[src/rtl/sprite_blit_ctrl.sv]
// Sprite blitter: walks a SPR_W x SPR_H ROM sprite, clips it to the screen and issues frame-buffer writes.
// Optional build macro SPRITE_TRANSPARENCY_EN suppresses writes of the TKEY palette index.
module sprite_blit_ctrl #(
    parameter int SPR_W  = 126,
    parameter int SPR_H  = 60,
    parameter int SCR_W  = 640,
    parameter int SCR_H  = 480,
    parameter int ROM_AW = 13,
    parameter int FB_AW  = 19
`ifdef SPRITE_TRANSPARENCY_EN
    ,
    parameter logic [3:0] TKEY = 4'h0
`endif
) (
    input  logic                Clk,
    input  logic                Reset,
    input  logic                start,
    input  logic signed [10:0]  pos_x,
    input  logic signed [9:0]   pos_y,
    input  logic                stall,
    output logic [ROM_AW-1:0]   rom_addr,
    input  logic [3:0]          rom_data,
    output logic                fb_we,
    output logic [FB_AW-1:0]    fb_addr,
    output logic [3:0]          fb_data,
    output logic                busy,
    output logic                done
);

    localparam int COL_W = $clog2(SPR_W);
    localparam int ROW_W = $clog2(SPR_H);
    localparam logic [COL_W-1:0]  COL_LAST = COL_W'(SPR_W - 1);
    localparam logic [ROM_AW-1:0] IDX_LAST = ROM_AW'(SPR_W * SPR_H - 1);

    localparam logic [1:0] ST_IDLE  = 2'd0;
    localparam logic [1:0] ST_FETCH = 2'd1;
    localparam logic [1:0] ST_DRAIN = 2'd2;
    localparam logic [1:0] ST_DONE  = 2'd3;

    logic [1:0]         state_r;
    logic signed [10:0] pos_x_r;
    logic signed [9:0]  pos_y_r;
    logic [COL_W-1:0]   col_r;
    logic [ROW_W-1:0]   row_r;
    logic [ROM_AW-1:0]  idx_r;
    logic               drain_r;
    logic               s1_valid_r;
    logic [COL_W-1:0]   s1_col_r;
    logic [ROW_W-1:0]   s1_row_r;
    logic [ROM_AW-1:0]  s1_idx_r;
    logic               fb_we_r;
    logic [FB_AW-1:0]   fb_addr_r;
    logic [3:0]         fb_data_r;

    logic               run_s;
    logic               stall_s;
    logic               adv_s;
    logic               issue_s;
    logic [11:0]        x_s;
    logic [10:0]        y_s;
    logic               wr_ok_s;
    logic [FB_AW-1:0]   y_ext_s;
    logic [FB_AW-1:0]   fb_addr_s;

    assign run_s   = (state_r == ST_FETCH) || (state_r == ST_DRAIN);
    assign stall_s = stall & run_s;
    assign adv_s   = run_s & ~stall;
    assign issue_s = (state_r == ST_FETCH);

    // Stage-1 screen coordinates, clip test and linear frame-buffer address
    always_comb begin
        x_s       = {pos_x_r[10], pos_x_r} + {{(12 - COL_W){1'b0}}, s1_col_r};
        y_s       = {pos_y_r[9], pos_y_r} + {{(11 - ROW_W){1'b0}}, s1_row_r};
        wr_ok_s   = ~x_s[11] && (x_s[10:0] < 11'(SCR_W)) &&
                    ~y_s[10] && (y_s[9:0] < 10'(SCR_H));
`ifdef SPRITE_TRANSPARENCY_EN
        if (rom_data == TKEY) begin
            wr_ok_s = 1'b0;
        end else begin
            wr_ok_s = wr_ok_s;
        end
`endif
        // Row stride of 640 built from two shifts: y*512 + y*128
        y_ext_s   = FB_AW'(y_s[9:0]);
        fb_addr_s = (y_ext_s << 4'd9) + (y_ext_s << 4'd7) + FB_AW'(x_s[10:0]);
    end

    // While stalled, re-read the item sitting in the ROM output stage so rom_data is preserved
    always_comb begin
        rom_addr = idx_r;
        if (stall_s) begin
            rom_addr = s1_idx_r;
        end else begin
            rom_addr = idx_r;
        end
    end

    // Sequencer state and stage-0 raster counters
    always_ff @(posedge Clk) begin
        if (Reset) begin
            state_r <= ST_IDLE;
            pos_x_r <= 11'sd0;
            pos_y_r <= 10'sd0;
            col_r   <= {COL_W{1'b0}};
            row_r   <= {ROW_W{1'b0}};
            idx_r   <= {ROM_AW{1'b0}};
            drain_r <= 1'b0;
        end else begin
            case (state_r)
                ST_IDLE: begin
                    if (start) begin
                        state_r <= ST_FETCH;
                        pos_x_r <= pos_x;
                        pos_y_r <= pos_y;
                        col_r   <= {COL_W{1'b0}};
                        row_r   <= {ROW_W{1'b0}};
                        idx_r   <= {ROM_AW{1'b0}};
                    end
                end
                ST_FETCH: begin
                    if (!stall) begin
                        if (idx_r == IDX_LAST) begin
                            state_r <= ST_DRAIN;
                            drain_r <= 1'b0;
                            col_r   <= {COL_W{1'b0}};
                            row_r   <= {ROW_W{1'b0}};
                            idx_r   <= {ROM_AW{1'b0}};
                        end else if (col_r == COL_LAST) begin
                            col_r <= {COL_W{1'b0}};
                            row_r <= row_r + ROW_W'(1'b1);
                            idx_r <= idx_r + ROM_AW'(1'b1);
                        end else begin
                            col_r <= col_r + COL_W'(1'b1);
                            idx_r <= idx_r + ROM_AW'(1'b1);
                        end
                    end
                end
                ST_DRAIN: begin
                    if (!stall) begin
                        if (drain_r) begin
                            state_r <= ST_DONE;
                        end else begin
                            drain_r <= 1'b1;
                        end
                    end
                end
                ST_DONE: begin
                    state_r <= ST_IDLE;
                end
                default: begin
                    state_r <= ST_IDLE;
                end
            endcase
        end
    end

    // Pipeline: stage 1 carries the in-flight pixel, output stage registers the write
    always_ff @(posedge Clk) begin
        if (Reset) begin
            s1_valid_r <= 1'b0;
            s1_col_r   <= {COL_W{1'b0}};
            s1_row_r   <= {ROW_W{1'b0}};
            s1_idx_r   <= {ROM_AW{1'b0}};
            fb_we_r    <= 1'b0;
            fb_addr_r  <= {FB_AW{1'b0}};
            fb_data_r  <= 4'd0;
        end else if (adv_s) begin
            s1_valid_r <= issue_s;
            s1_col_r   <= col_r;
            s1_row_r   <= row_r;
            s1_idx_r   <= idx_r;
            fb_we_r    <= s1_valid_r & wr_ok_s;
            if (s1_valid_r && wr_ok_s) begin
                fb_addr_r <= fb_addr_s;
                fb_data_r <= rom_data;
            end
        end else if (!run_s) begin
            s1_valid_r <= 1'b0;
            fb_we_r    <= 1'b0;
        end
    end

    assign fb_we   = fb_we_r & ~stall_s;
    assign fb_addr = fb_addr_r;
    assign fb_data = fb_data_r;
    assign busy    = (state_r != ST_IDLE);
    assign done    = (state_r == ST_DONE);

endmodule
[config.mk]
export PLATFORM = sky130hd
export DESIGN_NAME = sprite_blit_ctrl
export DESIGN_NICKNAME = d
export VERILOG_FILES = /design/src/rtl/sprite_blit_ctrl.sv
export SDC_FILE = /design/constraint.sdc
export NUM_CORES = 1
export LEC_CHECK = 0
export BUFFER_PORTS_ARGS = -buffer_cell sky130_fd_sc_hd__buf_2
export CAP_MARGIN = 0
export CORE_MARGIN = 8
export CORE_UTILIZATION = 59
export DETAILED_ROUTE_END_ITERATION = 8
export GPL_ROUTABILITY_DRIVEN = 0
export PLACE_DENSITY = 0.87
export SLEW_MARGIN = 20
export SYNTH_ARGS = -nofsm -noshare
export SYNTH_HDL_FRONTEND = slang
export SYNTH_SLANG_ARGS = --single-unit
[constraint.sdc]
create_clock -name Clk -period 6.6 [get_ports Clk]
set_input_delay 1.32 -clock Clk [delete_from_list [all_inputs] [get_ports Clk]]
set_output_delay 1.32 -clock Clk [all_outputs]
set_load 0.02 [all_outputs]
==> impl_metrics.prom, run 1 <==
# TYPE chip_impl_metric gauge
chip_impl_metric{name="final-hold-violation-count",unit=""} 0
chip_impl_metric{name="comb_power_share",unit=""} 0.333
chip_impl_metric{name="switching_share",unit=""} 0.394
chip_impl_metric{name="max-vdd-ir-drop",unit="mV"} 0.220
chip_impl_metric{name="crit_path_max_fo",unit=""} 3
chip_impl_metric{name="tns",unit="ns"} 0
chip_impl_info{name="most_frequent_standard_cell_in_the_layout_excluding_fill_and_tap_cells",value="nand2_1"} 1
chip_impl_metric{name="pre_cts_ws",unit="ns"} 2.59
chip_impl_metric{name="drt_pre_antenna_iters",unit=""} 5
chip_impl_info{name="run_status",value="complete, no violations"} 1
chip_impl_metric{name="leakage",unit="nW"} 2.55
chip_impl_metric{name="nFillCells",unit=""} 751
chip_impl_metric{name="placed_cells",unit=""} 809
chip_impl_metric{name="crit_arrival",unit="ns"} 4.33
chip_impl_metric{name="worst-r2r-cell-count",unit=""} 16
chip_impl_metric{name="ctsHtreeMaxLevel",unit=""} 3
chip_impl_info{name="tritoncts_clock_tree",value="yes"} 1
chip_impl_info{name="final_cell_mix",value="nand2_1, dfxtp_1, a21oi_1, buf_2, nor2_1"} 1
chip_impl_metric{name="setup.reg_to_reg.worst_slack",unit="ns"} 2.51
chip_impl_metric{name="grt_util_all_layers",unit=""} 0.195
chip_impl_metric{name="power.share.sequential",unit=""} 0.424
chip_impl_metric{name="grt_first_pass_wirelength",unit="µm"} 20700
chip_impl_metric{name="rows",unit=""} 35
chip_impl_metric{name="drc_errors",unit=""} 0
chip_impl_info{name="synth_flop_cell",value="dfxtp_1"} 1
chip_impl_metric{name="routed_wire_length_per_instance",unit="µm"} 15.2
chip_impl_metric{name="synth_cell_type_count",unit=""} 62
chip_impl_metric{name="postCtsResizedCells",unit=""} 0
chip_impl_metric{name="die-area",unit="µm²"} 12600
chip_impl_metric{name="die-width",unit="µm"} 112
chip_impl_metric{name="yosysWarningCount",unit=""} 0
chip_impl_metric{name="detailedPlacementHpwl",unit="µm"} 9370
chip_impl_metric{name="maximum_number_of_pins_on_one_net_before_global_route_repair",unit=""} 81
chip_impl_metric{name="number_of_antenna_violations_at_the_first_check_in_global_routing",unit=""} 0
chip_impl_info{name="cts.root.buffer_cell",value="clkbuf_8"} 1
chip_impl_metric{name="report.final.setup_viol",unit=""} 0
chip_impl_metric{name="clock-sinks",unit=""} 101
chip_impl_metric{name="pwr_density_cell",unit="nW/µm²"} 267
chip_impl_metric{name="portBuffers",unit=""} 67
chip_impl_metric{name="skew_pair_late_insertion_delay",unit="ns"} 0.38
chip_impl_metric{name="floorplan.die.height",unit="µm"} 112
chip_impl_info{name="worst_hold_end",value="s1_idx_r[7]"} 1
chip_impl_metric{name="routed-via-count",unit=""} 4779
chip_impl_metric{name="timing.max_cap.violations",unit=""} 0
chip_impl_info{name="critical_path.endpoint_type",value="register"} 1
chip_impl_metric{name="core",unit="µm²"} 9110
chip_impl_metric{name="post_synth_instance_area",unit="µm²"} 5480
chip_impl_metric{name="cts-buffers-inserted",unit=""} 9
chip_impl_info{name="rsz0062_at_grt",value="false"} 1
chip_impl_info{name="setup.worst_path.start_class",value="register"} 1
chip_impl_metric{name="fin_crit_sh",unit=""} 0.620
chip_impl_metric{name="total_inserted_antenna_cells",unit=""} 0
chip_impl_info{name="worst_setup_path_startpoint",value="pos_x_r[0]"} 1
chip_impl_metric{name="dr.first_iter.drc_count",unit=""} 275
chip_impl_metric{name="worst_hold_path.num_cells",unit=""} 2
chip_impl_metric{name="synth_nets",unit=""} 732
chip_impl_metric{name="max_slew.worst_pin.slew",unit="ns"} 1.03
chip_impl_metric{name="achievable-frequency",unit="GHz"} 0.245
chip_impl_info{name="timing.hold.worst.start",value="s1_idx_r[7]"} 1
chip_impl_metric{name="grt_overflow_total",unit=""} 0
chip_impl_metric{name="post_route_cells_drive_above_1_share",unit=""} 0.168
chip_impl_metric{name="route.detailed.vias_per_inst",unit=""} 5.79
chip_impl_metric{name="max_slew_margin",unit=""} 0.310
chip_impl_metric{name="p_int",unit="W"} 0.000981
chip_impl_metric{name="async_reset_ff_frac",unit=""} 0
chip_impl_metric{name="postSynthAreaPerCell",unit="µm²"} 8.33
chip_impl_metric{name="switchingPower",unit="W"} 0.000637
chip_impl_metric{name="cts_post_setup_buffers_inserted",unit=""} 0
chip_impl_metric{name="finalNonFillerCells",unit=""} 825
chip_impl_metric{name="initial_utilization",unit=""} 0.602
chip_impl_metric{name="synth_enable_flop_cells",unit=""} 0
chip_impl_metric{name="ys_seq_elements",unit=""} 101
chip_impl_metric{name="clk_transition_reported_paths",unit="ns"} 0.12
chip_impl_metric{name="cts_max_path_buffers",unit=""} 2
chip_impl_metric{name="critPathRequiredTime",unit="ns"} 6.84
chip_impl_metric{name="syn_to_final_growth",unit="%"} 10.5
chip_impl_metric{name="antenna_left",unit=""} 0
chip_impl_metric{name="routed_wire_length",unit="µm"} 12500
chip_impl_metric{name="period_needed",unit="ns"} 4.09
chip_impl_metric{name="report.final.slew_viol_count",unit=""} 0
chip_impl_metric{name="finalWorstSetupSlack",unit="ns"} 2.51
chip_impl_metric{name="design.portCount",unit=""} 68
chip_impl_info{name="worst_hold_class",value="reg2reg"} 1
chip_impl_metric{name="fin_nets",unit=""} 783
chip_impl_info{name="timing.rr.end",value="fb_addr[18]"} 1
chip_impl_metric{name="synth.yosys.seq_area_share",unit=""} 0.369
chip_impl_metric{name="timing.clock.skew",unit="ns"} 0.0138
chip_impl_info{name="critical_path.reg2reg.startpoint",value="pos_x_r[0]"} 1
chip_impl_info{name="timing.setup.critical_path_class",value="reg2reg"} 1
chip_impl_metric{name="synthCells",unit=""} 658
chip_impl_metric{name="cts_hold_buffers",unit=""} 0
chip_impl_metric{name="first_global_vias",unit=""} 4637
chip_impl_metric{name="clock_power_share",unit=""} 0.243
## metrics by stage
stage               total power [W]  cell area, µm²  utilization  hold slack (ns)
floorplan                   0.00110            5480            -            0.434
global placement            0.00120            5850        0.642            0.439
global route                0.00171            6050        0.665            0.480
finish                      0.00162            6050        0.665            0.463
CTS                         0.00162            6050        0.665            0.463
detailed placement          0.00123            5850        0.642            0.447
## layout make-up
| cell class | instances | area (µm²) | area share |
|---|---|---|---|
| well taps | 111 | 139 | 0.0229 |
| clock inverters | 7 | 78.8 | 0.0130 |
| flip-flops and latches | 101 | 2020 | 0.334 |
| inverters | 15 | 56.3 | 0.00930 |
| clock buffers | 9 | 124 | 0.0205 |
| multi-input cells | 511 | 3270 | 0.540 |
| repair buffers | 71 | 365 | 0.0603 |
## Yosys cell counts (6+ instances only)
cell      instances  area share
a211oi_1          6      0.0082
a21oi_1          89       0.081
and3_1            6      0.0068
clkbuf_1         24       0.016
dfxtp_1         101        0.37
ha_1             41       0.094
inv_1            15       0.010
mux2_2           14       0.029
nand2_1         116       0.079
nand3_1          25       0.023
nand4_1           8      0.0091
nor2_1           50       0.034
nor3_1            7      0.0064
o21ai_0           8      0.0073
o21ai_1          22       0.020
xnor2_1          21       0.034
xor2_1           21       0.034
## power by group through the flow
stage | clock network (W) | registers [W] | logic (W)
after floorplan | 0 | 0.000689 | 0.000406
after global placement | 0 | 0.000697 | 0.000504
after detailed placement | 0 | 0.000700 | 0.000528
after CTS | 0.000397 | 0.000686 | 0.000535
after global routing | 0.000424 | 0.000693 | 0.000594
final | 0.000394 | 0.000687 | 0.000538
## sequential cells by signal (all words and copies together) (netlist names)
| signal | count |
|---|---|
| idx_r | 13 |
| fb_we_r | 1 |
| state_r | 2 |
| fb_addr | 19 |
| s1_idx_r | 13 |
| col_r | 7 |
| s1_col_r | 7 |
| pos_y_r | 10 |
| pos_x_r | 11 |
| row_r | 6 |
| drain_r | 1 |
| fb_data | 4 |
| s1_valid_r | 1 |
| s1_row_r | 6 |
## cell families after synthesis
family | share of synthesized area
DFF | 0.369
muxes | 0.0388
buffers and inverters | 0.0347
AOI/OAI and AO/OA | 0.186
adders and majority gates | 0.108
xor gates and xnor gates | 0.0671
and+or+nand+nor | 0.197
## routing by layer
| metal | up-vias | routed length (µm) | GRT usage | part of all wire |
|---|---|---|---|---|
| met1 | 2235 | 5220 | 0.218 | 0.42 |
| met4 | 0 | 297 | 0.0809 | 0.024 |
| met5 | - | 0 | 0 | 0 |
| met3 | 27 | 628 | 0.0462 | 0.050 |
| li1 | 2395 | - | - | - |
| met2 | 122 | 6400 | 0.348 | 0.51 |
## how the worst max path moves through the flow
stage                              end  cells past startpoint
after floorplan           rom_addr[10]                      4
after global placement     fb_addr[18]                     16
after detailed placement   fb_addr[18]                     16
after CTS                  fb_addr[18]                     16
after global routing       fb_addr[18]                     16
final                      fb_addr[18]                     16
## critical path: stages (launching register included)
cell and delay (ns):
dfxtp_1 0.33, ha_1 0.22, fa_1 0.42, a211o_1 0.38, a21oi_4 0.17, nor2_1 0.09, nand2_1 0.11, xnor2_1 0.12
ha_1 0.25, ha_1 0.24, fa_1 0.43, a211oi_1 0.30, o21ai_0 0.14, a31o_2 0.28, a21o_1 0.19, a21oi_1 0.19
o41ai_2 0.08
Power figures use the tool's default switching activity.
==> run 2: changes to the inputs <==
CORE_UTILIZATION = 53   (was 59)
PLACE_DENSITY = 0.83   (was 0.87)
clock period = 3.6 ns   (was 6.6 ns; I/O delays follow)
==> impl_metrics.prom, run 2 (synthesized netlist as in run 1, its figures left out) <==
# TYPE chip_impl_metric gauge
chip_impl_metric{name="achievable-frequency",unit="GHz"} 0.279
chip_impl_metric{name="crit_path_max_fo",unit=""} 2
chip_impl_metric{name="hold-worst-slack",unit="ns"} 0.462
chip_impl_info{name="timing.critical_path.cells",value="ha_4 > fa_2 > a211o_1 > a21oi_4 > nor2_4 > nand2_2 > xnor2_1 > ha_1 > ha_4 > fa_2 > a211oi_4 > o21ai_1 > a31o_2 > a21o_1 > a21oi_2 > o41ai_2"} 1
chip_impl_metric{name="cts_max_path_buffers",unit=""} 2
chip_impl_metric{name="leakage",unit="nW"} 2.64
chip_impl_info{name="setup.worst_path.start_class",value="register"} 1
chip_impl_metric{name="seqCellArea",unit="µm²"} 2020
chip_impl_info{name="most_frequent_standard_cell_in_the_layout_excluding_fill_and_tap_cells",value="nand2_1"} 1
chip_impl_info{name="worst_hold_end",value="s1_idx_r[4]"} 1
chip_impl_metric{name="period_needed",unit="ns"} 3.58
chip_impl_info{name="cts.root.buffer_cell",value="clkbuf_8"} 1
chip_impl_metric{name="clock-sinks",unit=""} 101
chip_impl_metric{name="max_slew.worst_pin.slew",unit="ns"} 0.901
chip_impl_metric{name="setup.reg_to_reg.worst_slack",unit="ns"} 0.02
chip_impl_metric{name="core",unit="µm²"} 10200
chip_impl_metric{name="initial_utilization",unit=""} 0.538
chip_impl_metric{name="nFillCells",unit=""} 873
chip_impl_metric{name="tns",unit="ns"} 0
chip_impl_metric{name="cts-buffers-inserted",unit=""} 9
chip_impl_metric{name="drt_pre_antenna_iters",unit=""} 4
chip_impl_metric{name="syn_to_final_growth",unit="%"} 16.3
chip_impl_info{name="run_status",value="complete, no violations"} 1
chip_impl_metric{name="worst_hold_path.num_cells",unit=""} 2
chip_impl_info{name="timing.rr.end",value="fb_addr[18]"} 1
chip_impl_metric{name="number_of_antenna_violations_at_the_first_check_in_global_routing",unit=""} 0
chip_impl_metric{name="clk_transition_reported_paths",unit="ns"} 0.11
chip_impl_metric{name="worst-r2r-cell-count",unit=""} 16
chip_impl_metric{name="ctsHtreeMaxLevel",unit=""} 3
chip_impl_metric{name="rows",unit=""} 37
chip_impl_info{name="final_cell_mix",value="nand2_1, dfxtp_1, a21oi_1, buf_2, nor2_1"} 1
chip_impl_metric{name="grt_overflow_total",unit=""} 0
chip_impl_metric{name="max_slew_margin",unit=""} 0.398
chip_impl_metric{name="max_stage_delay",unit="ns"} 0.39
chip_impl_metric{name="worst_path_buffer_plus_inverter_count",unit=""} 0
chip_impl_info{name="rsz0062_at_grt",value="true"} 1
chip_impl_metric{name="design.portCount",unit=""} 68
chip_impl_metric{name="pre_cts_ws",unit="ns"} -0.116
chip_impl_info{name="critical-path-top-delay-family",value="compound AO/OA/AOI/OAI gates"} 1
chip_impl_metric{name="portBuffers",unit=""} 67
chip_impl_metric{name="antenna_left",unit=""} 0
chip_impl_metric{name="timing.clock.skew",unit="ns"} 0.0161
chip_impl_metric{name="report.final.slew_viol_count",unit=""} 0
chip_impl_metric{name="finalWorstSetupSlack",unit="ns"} 0.0154
chip_impl_metric{name="grt_first_pass_wirelength",unit="µm"} 22200
chip_impl_metric{name="fin_nets",unit=""} 802
chip_impl_metric{name="detailedPlacementHpwl",unit="µm"} 9630
chip_impl_metric{name="maximum_number_of_pins_on_one_net_before_global_route_repair",unit=""} 58
chip_impl_info{name="critical_path_s_slowest_cell",value="fa_2"} 1
chip_impl_metric{name="first_global_vias",unit=""} 4982
chip_impl_metric{name="final-hold-violation-count",unit=""} 0
chip_impl_metric{name="critPathRequiredTime",unit="ns"} 3.85
chip_impl_metric{name="routed_wire_length",unit="µm"} 13400
chip_impl_metric{name="pwr_density_cell",unit="nW/µm²"} 486
chip_impl_metric{name="grt_util_all_layers",unit=""} 0.187
chip_impl_info{name="critical_path.endpoint_type",value="register"} 1
chip_impl_metric{name="post_route_cells_drive_above_1_share",unit=""} 0.217
chip_impl_info{name="tritoncts_clock_tree",value="yes"} 1
chip_impl_info{name="timing.hold.worst.start",value="s1_idx_r[4]"} 1
chip_impl_metric{name="max-vdd-ir-drop",unit="mV"} 0.294
chip_impl_metric{name="timing.max_cap.violations",unit=""} 0
chip_impl_info{name="timing.setup.critical_path_class",value="reg2reg"} 1
chip_impl_metric{name="largest_register_ffs",unit=""} 19
chip_impl_metric{name="fin_crit_sh",unit=""} 0.996
chip_impl_info{name="critical_path.reg2reg.startpoint",value="s1_col_r[0]"} 1
chip_impl_metric{name="drc_errors",unit=""} 0
chip_impl_metric{name="report.final.setup_viol",unit=""} 0
chip_impl_metric{name="die-width",unit="µm"} 118
chip_impl_metric{name="crit_arrival",unit="ns"} 3.84
chip_impl_metric{name="floorplan.die.height",unit="µm"} 118
chip_impl_metric{name="die-area",unit="µm²"} 13900
chip_impl_metric{name="multiInputGateArea",unit="µm²"} 3420
chip_impl_metric{name="dr.first_iter.drc_count",unit=""} 305
chip_impl_metric{name="routed-via-count",unit=""} 4871
chip_impl_metric{name="cts_hold_buffers",unit=""} 0
chip_impl_metric{name="total_inserted_antenna_cells",unit=""} 0
chip_impl_metric{name="route.detailed.vias_per_inst",unit=""} 5.61
chip_impl_metric{name="skew_pair_late_insertion_delay",unit="ns"} 0.38
chip_impl_info{name="worst_hold_class",value="reg2reg"} 1
chip_impl_metric{name="routed_wire_length_per_instance",unit="µm"} 15.4
-- run 2: changes by cell type in the layout (fill, tap and decap cells not counted), moves of 4 or more --
cell and delta:
o21ai_0 -4, ha_4 +6, buf_4 +19, ha_1 -8, o21ai_1 +4
-- run 2: area by class of cell --
type / instances / share of cell area
Sequential cell: 101 / 0.318
Multi-Input combinational cell: 511 / 0.536
Timing Repair Buffer: 90 / 0.0797
Clock inverter: 5 / 0.0104
Tap cell: 136 / 0.0267
Clock buffer: 11 / 0.0206
Inverter: 15 / 0.00883
-- run 2: how the worst max path moves through the flow --
| stage | start | endpoint | slack [ns] | cells after the start |
|---|---|---|---|---|
| after CTS | s1_col_r[0] | fb_addr[18] | -0.01 | 16 |
| final | s1_col_r[0] | fb_addr[18] | 0.02 | 16 |
| after global placement | pos_x_r[0] | fb_addr[18] | -0.02 | 16 |
| after global routing | s1_col_r[0] | fb_addr[18] | -0.06 | 16 |
| after detailed placement | pos_x_r[0] | fb_addr[18] | -0.12 | 16 |
| after floorplan | pos_x_r[0] | fb_addr[18] | 0.006 | 16 |
-- run 2: power breakdown --
part           switching (W)  internal [W]  leakage (nW)
clock network       0.000417      0.000332        0.0965
registers          0.0000767       0.00119         0.818
logic               0.000681      0.000401          1.73
-- run 2: what timing repair did --
item                                    CTS  global route
setup buffers                             2             2
endpoints found under the setup margin    3             6
resized for setup                         7            23
pin swaps                                 4            20
-- run 2: worst register-to-register path, cell delays in order, from the launching register on --
cell and delay (ns):
dfxtp_2 0.35, ha_4 0.16, fa_2 0.33, a211o_1 0.31
a21oi_4 0.20, nor2_4 0.05, nand2_2 0.08, xnor2_1 0.07
ha_1 0.34, ha_4 0.18, fa_2 0.39, a211oi_4 0.28
o21ai_1 0.08, a31o_2 0.26, a21o_1 0.17, a21oi_2 0.14
o41ai_2 0.07
-- run 2: routing by layer --
layer,GRT usage,up-vias,routed length (µm)
met4,0.0721,0,307
met5,0,-,0
met2,0.346,110,6850
met3,0.0436,26,634
met1,0.202,2317,5590
li1,-,2418,-
-- run 2: per-stage QoR --
step / instances / instance area (µm²) / util / total power (W)
after floorplan: 658 / 5490 / - / 0.00201
after global placement: 849 / 6000 / 0.589 / 0.00224
after detailed placement: 849 / 6000 / 0.589 / 0.00229
after CTS: 867 / 6250 / 0.613 / 0.00306
after global routing: 869 / 6370 / 0.626 / 0.00327
final: 869 / 6370 / 0.626 / 0.00310
==> run 3: changes to the inputs <==
clock period = 3 ns   (was 3.6 ns; I/O delays follow)
==> impl_metrics.prom, run 3 (synthesized netlist as in run 1, its figures left out) <==
# TYPE chip_impl_metric gauge
chip_impl_metric{name="detailroute.wirelength.met3",unit="µm"} 738
chip_impl_metric{name="dpl-instance-area",unit="µm²"} 6320
chip_impl_metric{name="routed-via-count",unit=""} 5238
chip_impl_metric{name="period_needed",unit="ns"} 3.63
chip_impl_metric{name="detailedPlacementHpwl",unit="µm"} 10100
chip_impl_info{name="critical_path.reg2reg.startpoint",value="pos_x_r[0]"} 1
chip_impl_info{name="final_cell_mix",value="nand2_1, dfxtp_1, a21oi_1, buf_2, buf_4"} 1
chip_impl_metric{name="nFillCells",unit=""} 784
chip_impl_metric{name="cts-buffers-inserted",unit=""} 9
chip_impl_metric{name="wl_met1",unit="µm"} 6030
chip_impl_metric{name="cts_hold_buffers",unit=""} 0
chip_impl_metric{name="fin_crit_sh",unit=""} 1.21
chip_impl_metric{name="maximum_number_of_pins_on_one_net_before_global_route_repair",unit=""} 80
chip_impl_metric{name="grt_util_all_layers",unit=""} 0.206
chip_impl_info{name="worst_setup_path_startpoint",value="pos_x_r[0]"} 1
chip_impl_metric{name="route.met2.wl",unit="µm"} 7990
chip_impl_metric{name="design.portCount",unit=""} 68
chip_impl_metric{name="die-width",unit="µm"} 118
chip_impl_metric{name="number_of_antenna_violations_at_the_first_check_in_global_routing",unit=""} 0
chip_impl_metric{name="route.detailed.vias_per_inst",unit=""} 5.70
chip_impl_metric{name="core",unit="µm²"} 10200
chip_impl_metric{name="die-area",unit="µm²"} 13900
chip_impl_info{name="critical_path.endpoint_type",value="register"} 1
chip_impl_metric{name="max_slew.worst_pin.slew",unit="ns"} 0.907
chip_impl_info{name="run_status",value="complete, but fails checks"} 1
chip_impl_metric{name="grt_first_pass_wirelength",unit="µm"} 24200
chip_impl_metric{name="report.final.slew_viol_count",unit=""} 0
chip_impl_metric{name="routed_wire_length",unit="µm"} 15400
chip_impl_metric{name="critPathRequiredTime",unit="ns"} 3.25
chip_impl_metric{name="skew_pair_late_insertion_delay",unit="ns"} 0.38
chip_impl_metric{name="p_int",unit="W"} 0.00233
chip_impl_metric{name="max-vdd-ir-drop",unit="mV"} 0.522
chip_impl_metric{name="power.share.sequential",unit=""} 0.392
chip_impl_metric{name="syn_to_final_growth",unit="%"} 26.5
chip_impl_metric{name="rows",unit=""} 37
chip_impl_metric{name="crit_path_max_fo",unit=""} 2
chip_impl_metric{name="post_route_cells_drive_above_1_share",unit=""} 0.290
chip_impl_metric{name="hold-worst-slack",unit="ns"} 0.433
chip_impl_metric{name="max_slew_margin",unit=""} 0.394
chip_impl_metric{name="report.final.setup_viol",unit=""} 24
chip_impl_info{name="setup.worst_path.start_class",value="register"} 1
chip_impl_metric{name="timing.clock.skew",unit="ns"} 0.0127
chip_impl_metric{name="dr.first_iter.drc_count",unit=""} 342
chip_impl_info{name="worst_hold_class",value="in2reg"} 1
chip_impl_metric{name="antenna_left",unit=""} 0
chip_impl_metric{name="routed_wire_length_per_instance",unit="µm"} 16.7
chip_impl_metric{name="floorplan.die.height",unit="µm"} 118
chip_impl_info{name="timing.hold.worst.start",value="pos_x[0]"} 1
chip_impl_metric{name="crit_arrival",unit="ns"} 3.88
chip_impl_metric{name="switching_share",unit=""} 0.392
chip_impl_metric{name="clock_power_share",unit=""} 0.224
chip_impl_metric{name="switchingPower",unit="W"} 0.00150
chip_impl_info{name="tritoncts_clock_tree",value="yes"} 1
chip_impl_metric{name="drt_pre_antenna_iters",unit=""} 5
chip_impl_metric{name="fin_area",unit="µm²"} 6930
chip_impl_metric{name="leakage",unit="nW"} 3.00
chip_impl_metric{name="portBuffers",unit=""} 67
chip_impl_metric{name="largest_register_ffs",unit=""} 19
chip_impl_metric{name="total_inserted_antenna_cells",unit=""} 0
chip_impl_metric{name="fin_nets",unit=""} 852
chip_impl_info{name="rsz0062_at_grt",value="true"} 1
chip_impl_metric{name="finalWorstSetupSlack",unit="ns"} -0.629
chip_impl_info{name="uppermost_signal_routing_layer_after_detailed_routing",value="met4"} 1
chip_impl_info{name="failed_checks",value="negative setup slack"} 1
chip_impl_metric{name="clock-sinks",unit=""} 101
chip_impl_info{name="timing.setup.critical_path_class",value="reg2reg"} 1
chip_impl_metric{name="grt_overflow_total",unit=""} 0
chip_impl_metric{name="ctsHtreeMaxLevel",unit=""} 3
chip_impl_metric{name="timing.max_cap.violations",unit=""} 0
chip_impl_metric{name="comb_power_share",unit=""} 0.384
chip_impl_info{name="most_frequent_standard_cell_in_the_layout_excluding_fill_and_tap_cells",value="nand2_1"} 1
chip_impl_info{name="cts.root.buffer_cell",value="clkbuf_8"} 1
chip_impl_metric{name="initial_utilization",unit=""} 0.538
chip_impl_metric{name="clk_transition_reported_paths",unit="ns"} 0.11
chip_impl_metric{name="first_global_vias",unit=""} 5317
chip_impl_metric{name="drc_errors",unit=""} 0
chip_impl_metric{name="pwr_density_cell",unit="nW/µm²"} 554
chip_impl_metric{name="achievable-frequency",unit="GHz"} 0.276
chip_impl_metric{name="final-hold-violation-count",unit=""} 0
chip_impl_metric{name="cts_max_path_buffers",unit=""} 2
## run 3: power groups by stage
stage | combinational [W] | clock [W] | sequential (W)
CTS | 0.00138 | 0.000868 | 0.00150
global route | 0.00161 | 0.000925 | 0.00151
detailed placement | 0.00135 | 0 | 0.00153
floorplan | 0.000924 | 0 | 0.00152
global placement | 0.00129 | 0 | 0.00152
finish | 0.00147 | 0.000861 | 0.00150
## run 3: cell type report
class / count / area [µm²] / area share
Clock buffer: 10 / 138 / 0.0199
Clock inverter: 6 / 53.8 / 0.00776
Sequential cell: 101 / 2030 / 0.292
Inverter: 15 / 56.3 / 0.00812
Timing Repair Buffer: 140 / 996 / 0.144
Tap cell: 136 / 170 / 0.0245
Multi-Input combinational cell: 511 / 3490 / 0.504
## run 3: metrics by stage
step | setup TNS, ns | cells | power [W] | util | setup WS (ns)
3_5_place_dp | -3.35 | 884 | 0.00288 | 0.621 | -0.573
3_3_place_gp | -2.42 | 884 | 0.00281 | 0.621 | -0.450
2_1_floorplan | -1.84 | 658 | 0.00244 | - | -0.391
5_1_grt | -10.14 | 919 | 0.00404 | 0.681 | -0.736
6_report | -8.02 | 919 | 0.00384 | 0.681 | -0.629
4_1_cts | -6.70 | 914 | 0.00375 | 0.662 | -0.547
## run 3: critical path, cell delays in order (launching register included)
cell and delay (ns):
dfxtp_2 0.35, ha_4 0.16, fa_2 0.34, a211o_1 0.33, a21oi_4 0.19, nor2_2 0.06, nand2_2 0.09, xnor2_2 0.12
ha_1 0.27, ha_2 0.19, fa_2 0.38, a211oi_4 0.28, o21ai_1 0.10, a31o_2 0.26, a21o_1 0.17, a21oi_2 0.12
o41ai_2 0.06
## run 3: final timing paths
kind                               endpoint  slack [ns]  cells past startpoint
worst max register to register  fb_addr[18]       -0.63                     16
worst min-delay path             pos_x_r[0]        0.43                      3
worst max-delay path            fb_addr[18]       -0.63                     16
worst min register to register   pos_x_r[5]        0.47                      2
## run 3: what timing repair did
item                       in CTS  in global routing
pin swaps                      22                 27
cloned                          3                  3
setup endpoints to repair       9                 34
buffers inserted               13                  2
gates resized for setup        25                 25
## run 3: routing by layer
metal	global-route usage	up-vias
li1	-	2522
met1	0.214	2496
met2	0.376	166
met3	0.0480	54
met4	0.113	0
met5	0	-
